[src/rtl/mem_arbiter.sv]
`default_nettype none
// ============================================================================
// mem_arbiter
//   Two-port memory arbiter: port A single-word access, port B 2-word burst,
//   A-priority with a starvation limit for B. Registered Moore mem_* outputs.
// Revision: 1.0
// ============================================================================
module mem_arbiter #(
    parameter int WORD_SIZE  = 16,
    parameter int SIZE       = 11,
    parameter int STARVE_MAX = 4
) (
    input  logic                   clk,
    input  logic                   rst,
    input  logic                   a_req,
    input  logic                   a_we,
    input  logic [SIZE-1:0]        a_addr,
    input  logic [WORD_SIZE-1:0]   a_wd,
    output logic [WORD_SIZE-1:0]   a_rdata,
    output logic                   a_ack,
    input  logic                   b_req,
    input  logic                   b_we,
    input  logic [SIZE-1:0]        b_addr,
    input  logic [2*WORD_SIZE-1:0] b_wd,
    output logic [2*WORD_SIZE-1:0] b_rdata,
    output logic                   b_ack,
    output logic                   mem_read,
    output logic                   mem_write,
    output logic [SIZE-1:0]        mem_addr,
    output logic [WORD_SIZE-1:0]   mem_wd,
    input  logic [WORD_SIZE-1:0]   mem_rd
);

    localparam int            CW         = (STARVE_MAX < 1) ? 1 : $clog2(STARVE_MAX + 1);
    localparam logic [CW-1:0] STARVE_LIM = CW'(STARVE_MAX);

    typedef enum logic [1:0] {
        IDLE  = 2'd0,
        A_ACC = 2'd1,
        B_W0  = 2'd2,
        B_W1  = 2'd3
    } state_t;

    state_t                   state, state_nxt;
    logic                     lat_we, lat_we_nxt;
    logic [SIZE-1:0]          lat_addr, lat_addr_nxt;
    logic [WORD_SIZE-1:0]     lat_hi, lat_hi_nxt;
    logic [CW-1:0]            starve_cnt, starve_nxt;
    logic                     mem_read_nxt, mem_write_nxt;
    logic [SIZE-1:0]          mem_addr_nxt;
    logic [WORD_SIZE-1:0]     mem_wd_nxt;
    logic [WORD_SIZE-1:0]     a_rdata_nxt;
    logic [2*WORD_SIZE-1:0]   b_rdata_nxt;
    logic                     a_ack_nxt, b_ack_nxt;
    logic                     pick_b, grant_a, grant_b;

    always_ff @(posedge clk) begin
        if (rst) begin
            state      <= IDLE;
            lat_we     <= 1'b0;
            lat_addr   <= '0;
            lat_hi     <= '0;
            starve_cnt <= '0;
            mem_read   <= 1'b0;
            mem_write  <= 1'b0;
            mem_addr   <= '0;
            mem_wd     <= '0;
            a_rdata    <= '0;
            b_rdata    <= '0;
            a_ack      <= 1'b0;
            b_ack      <= 1'b0;
        end else begin
            state      <= state_nxt;
            lat_we     <= lat_we_nxt;
            lat_addr   <= lat_addr_nxt;
            lat_hi     <= lat_hi_nxt;
            starve_cnt <= starve_nxt;
            mem_read   <= mem_read_nxt;
            mem_write  <= mem_write_nxt;
            mem_addr   <= mem_addr_nxt;
            mem_wd     <= mem_wd_nxt;
            a_rdata    <= a_rdata_nxt;
            b_rdata    <= b_rdata_nxt;
            a_ack      <= a_ack_nxt;
            b_ack      <= b_ack_nxt;
        end
    end

    always_comb begin
        state_nxt     = state;
        lat_we_nxt    = lat_we;
        lat_addr_nxt  = lat_addr;
        lat_hi_nxt    = lat_hi;
        starve_nxt    = starve_cnt;
        mem_read_nxt  = mem_read;
        mem_write_nxt = mem_write;
        mem_addr_nxt  = mem_addr;
        mem_wd_nxt    = mem_wd;
        a_rdata_nxt   = a_rdata;
        b_rdata_nxt   = b_rdata;
        a_ack_nxt     = 1'b0;
        b_ack_nxt     = 1'b0;

        // Arbitrate on the raw requests, then withhold the grant if the winner
        // is the requester just acked, so a stale request never regrants.
        pick_b  = b_req && (!a_req || (starve_cnt == STARVE_LIM));
        grant_a = (state == IDLE) && a_req && !pick_b && !a_ack;
        grant_b = (state == IDLE) && pick_b && !b_ack;

        case (state)
            IDLE: begin
                mem_read_nxt  = 1'b0;
                mem_write_nxt = 1'b0;
                if (grant_a) begin
                    state_nxt     = A_ACC;
                    lat_we_nxt    = a_we;
                    lat_addr_nxt  = a_addr;
                    mem_addr_nxt  = a_addr;
                    mem_wd_nxt    = a_wd;
                    mem_read_nxt  = !a_we;
                    mem_write_nxt = a_we;
                    if (b_req && (starve_cnt != STARVE_LIM)) begin
                        starve_nxt = starve_cnt + CW'(1);
                    end
                end else if (grant_b) begin
                    state_nxt     = B_W0;
                    lat_we_nxt    = b_we;
                    lat_addr_nxt  = b_addr;
                    lat_hi_nxt    = b_wd[2*WORD_SIZE-1:WORD_SIZE];
                    mem_addr_nxt  = b_addr;
                    mem_wd_nxt    = b_wd[WORD_SIZE-1:0];
                    mem_read_nxt  = !b_we;
                    mem_write_nxt = b_we;
                    starve_nxt    = '0;
                end else if (!b_req) begin
                    starve_nxt = '0;
                end
            end
            A_ACC: begin
                if (!lat_we) begin
                    a_rdata_nxt = mem_rd;
                end
                a_ack_nxt     = 1'b1;
                mem_read_nxt  = 1'b0;
                mem_write_nxt = 1'b0;
                state_nxt     = IDLE;
            end
            B_W0: begin
                if (!lat_we) begin
                    b_rdata_nxt[WORD_SIZE-1:0] = mem_rd;
                end
                mem_addr_nxt = lat_addr + SIZE'(1);
                mem_wd_nxt   = lat_hi;
                state_nxt    = B_W1;
            end
            default: begin
                if (!lat_we) begin
                    b_rdata_nxt[2*WORD_SIZE-1:WORD_SIZE] = mem_rd;
                end
                b_ack_nxt     = 1'b1;
                mem_read_nxt  = 1'b0;
                mem_write_nxt = 1'b0;
                state_nxt     = IDLE;
            end
        endcase
    end

endmodule
`default_nettype wire

[config.mk]
export PLATFORM = sky130hd
export DESIGN_NAME = mem_arbiter
export DESIGN_NICKNAME = d
export VERILOG_FILES = /design/src/rtl/mem_arbiter.sv
export SDC_FILE = /design/constraint.sdc
export NUM_CORES = 1
export LEC_CHECK = 0
export BUFFER_PORTS_ARGS = -buffer_cell sky130_fd_sc_hd__buf_2
export CAP_MARGIN = 20
export CORE_MARGIN = 2
export CORE_UTILIZATION = 45
export CTS_BUF_LIST = sky130_fd_sc_hd__clkbuf_8
export CTS_CLUSTER_SIZE = 16
export DETAILED_ROUTE_END_ITERATION = 7
export HOLD_SLACK_MARGIN = 0.02
export PLACE_DENSITY_LB_ADDON = 0.25
export SYNTH_ARGS = -nofsm -noshare
export SYNTH_HDL_FRONTEND = slang
export SYNTH_SLANG_ARGS = --single-unit
[constraint.sdc]
create_clock -name clk -period 3.2 [get_ports clk]
set_input_delay 0.64 -clock clk [delete_from_list [all_inputs] [get_ports clk]]
set_output_delay 0.64 -clock clk [all_outputs]
set_load 0.05 [all_outputs]
==> results.json <==
{
  "fin_nets": 839,
  "busiest_layer": "met2",
  "finalSetupTns_ns": 0,
  "clk_transition_reported_paths_ns": 0.11,
  "std_cell_rows": 37,
  "tritoncts": "done",
  "post_synth_instance_area_sq_um": 4750,
  "synth.avg_cell_area_sq_um": 7.91,
  "synth_enable_flop_cells": 0,
  "setup_viol_count_final": 0,
  "final.setup_skew_ns": 0.0129,
  "drt_wl_total_um": 13900,
  "ir_drop_mv": 0.266,
  "synthTopCellsByCount": "nand2_1, dfxtp_1, a21oi_1",
  "clkLatencyLatePin_ns": 0.37,
  "yosysSeqAreaShare": 0.472,
  "clk_root_buffer_cell": "clkbuf_8",
  "grt_setup_unrepaired": "no",
  "critPathLaunchType": "register",
  "area_delta_synth_final_pct": 23.6,
  "synth_area_leaders": "dfxtp_1, nand2_1, a21oi_1",
  "detailedRoute.firstPassIterationCount": 5,
  "ys_async_sr_fraction": 0,
  "max_stage_delay_ns": 0.89,
  "synth_largest_type_area_fraction": 0.472,
  "synth_most_common_cell": "nand2_1",
  "cp_data_required_time_ns": 3.48,
  "post_cts_buffers": 0,
  "cp_cell_sequence": "inv_1, ha_1, a21boi_0, or3_1, nand2_1, a311oi_1",
  "critical_path_arrival_ns": 2.83,
  "globalRouteTotalUtil": 0.241,
  "worst_setup_path_end_kind": "register",
  "finalWeightedCongestion": 0.791,
  "timing.final.crit_share": 0.797,
  "grtUsageMet2": 0.399,
  "instances_no_fill": 886,
  "critPathKind": "reg2reg",
  "ios": 171,
  "route.detailed.wl_per_inst_um": 15.7,
  "largest_net_degree_at_the_start_of_global_routing": 116,
  "worst_hold_path_type": "reg2reg",
  "start_util": 0.462,
  "slew_headroom": 0.292,
  "floorplan.core_area_sq_um": 10300,
  "chipHeight_um": 107,
  "postSynthRegisterBits": 112,
  "slew_violations": 0,
  "holdBufCountCts": 0,
  "max_clock_freq_mhz": 392,
  "outcome": "complete, no violations",
  "r2r_cells": 6,
  "whs_path_depth": 2,
  "post-place-cells": 867,
  "cts_resized": 0,
  "final_antenna_violating_net_count": 0,
  "crit_path_top_delay_cell": "or3_1",
  "synthesis.instances": 600,
  "yosysWarnings": 0,
  "h_tree_level_count": 3,
  "grtUsageMet1": 0.308,
  "grt_first_pass_wirelength_um": 22100,
  "detail_route.vias_per_cell": 5.49,
  "worst_slew_pin_slew_ns": 1.06,
  "proportion_of_layout_cells_with_a_drive_suffix_above_1": 0.278,
  "post-synth-top-area-cell": "dfxtp_1",
  "residual_drc": 0,
  "final_period_minus_worst_setup_slack_ns": 2.55,
  "max_cap_viol_count": 0,
  "grt_util_met3": 0.0462,
  "vias": 4868,
  "total_power_uw": 3180,
  "grt_pass1_vias": 4552,
  "grt_antenna_before_repair": 1,
  "cts.sinks": 112,
  "layout.core_utilization": 0.571,
  "cts.path.max_buffers": 2,
  "die_w_um": 107,
  "cts_buffers": 9,
  "power.leakage_uw": 0.00239,
  "dieArea_sq_um": 11400,
  "drt_iter0_markers": 273,
  "globalRouteOverflowTotal": 0,
  "detailed_place_hpwl_um": 9580,
  "io_buffers": 170,
  "power-per-cell-area_nw_per_um2": 541,
  "ys_types": 49,
  "number_of_fill_cells": 1036,
  "dominantRegCellSynth": "dfxtp_1",
  "finalHoldViolations": 0,
  "syn-num-nets": 695,
  "critPathMaxFanout": 28
}
path summary, 6_finish.rpt:
check,start,end,slack (ns)
worst min-delay path,b_rdata[4]$_SDFFE_PP0P_,b_rdata[4]$_SDFFE_PP0P_,0.46
worst min register to register,b_rdata[4]$_SDFFE_PP0P_,b_rdata[4]$_SDFFE_PP0P_,0.46
worst max-delay path,starve_cnt[0]$_SDFFE_PP0P_,lat_addr[8]$_SDFFE_PP0P_,0.65
worst max register to register,starve_cnt[0]$_SDFFE_PP0P_,lat_addr[8]$_SDFFE_PP0P_,0.65
critical path: cells and delay by family (launching register included):
family                     cells  cell delay, ns
AOI/OAI and AO/OA              2            0.77
adders and majority gates      1            0.22
DFF                            1            0.36
buffers and inverters          1            0.07
and+or+nand+nor                2            1.04
metal layers:
layer,share of wire,vias to the layer above,routed length [um]
li1,-,2380,-
met1,0.42,2279,5790
met2,0.49,182,6840
met3,0.064,27,888
met4,0.025,0,344
met5,0,-,0
cell families (layout without fill, tap and decap cells):
logic type | count (synthesis) | count (layout) | share of synthesized area
AND/OR/NAND/NOR | 291 | 291 | 0.272
AO/OA/AOI/OAI | 135 | 135 | 0.187
buffers and inverters | 54 | 203 | 0.0511
other | 0 | 1 | 0
multiplexers | 1 | 1 | 0.00211
flip-flops | 112 | 112 | 0.472
XOR/XNOR | 4 | 4 | 0.00738
adder cells (fa/ha/maj) | 3 | 3 | 0.00791
power breakdown:
part / total, uW / internal, uW / switching, uW
clock network: 794 / 292 / 502
logic: 805 / 243 / 562
registers: 1580 / 1500 / 80.4
state kept, by name (all words and copies together), names as in the netlist, 2 cells and up:
signal,cells
starve_cnt,3
a_rdata,16
lat_addr,11
lat_hi,16
mem_addr,11
mem_wd,16
b_rdata,32
state,2
metrics by stage:
stage               hold slack (ns)  instance area [sq um]  setup WS, ns
detailed placement            0.443                   5640         0.401
global placement              0.439                   5640         0.612
CTS                           0.460                   5820         0.521
finish                        0.459                   5870         0.649
global route                  0.479                   5870         0.369
floorplan                     0.437                   4750          1.24
final cells by class:
class	count	area [sq um]	share of cell area
multi-input cells	434	2280	0.388
flip-flops and latches	112	2240	0.382
repair buffers	182	976	0.166
well taps	136	170	0.0290
clock buffers	9	124	0.0211
clock inverters	7	56.3	0.00960
inverters	5	18.8	0.00320
diodes	1	2.50	0.000427
layout by cell type, fill, tap and decap left out, drive strengths merged, types with 4 or more instances in the layout:
master | synthesis | routed
nor2 | 19 | 19
nand2b | 4 | 4
inv | 5 | 8
o21ai | 8 | 8
o31a | 4 | 4
nor3 | 8 | 8
a31oi | 8 | 8
buf | 18 | 182
dfxtp | 112 | 112
nand2 | 175 | 175
a41oi | 21 | 21
nand3 | 63 | 63
a21oi | 67 | 67
a22oi | 4 | 4
clkbuf | 31 | 9
a311oi | 12 | 12
(Power assumes the default switching activity.)
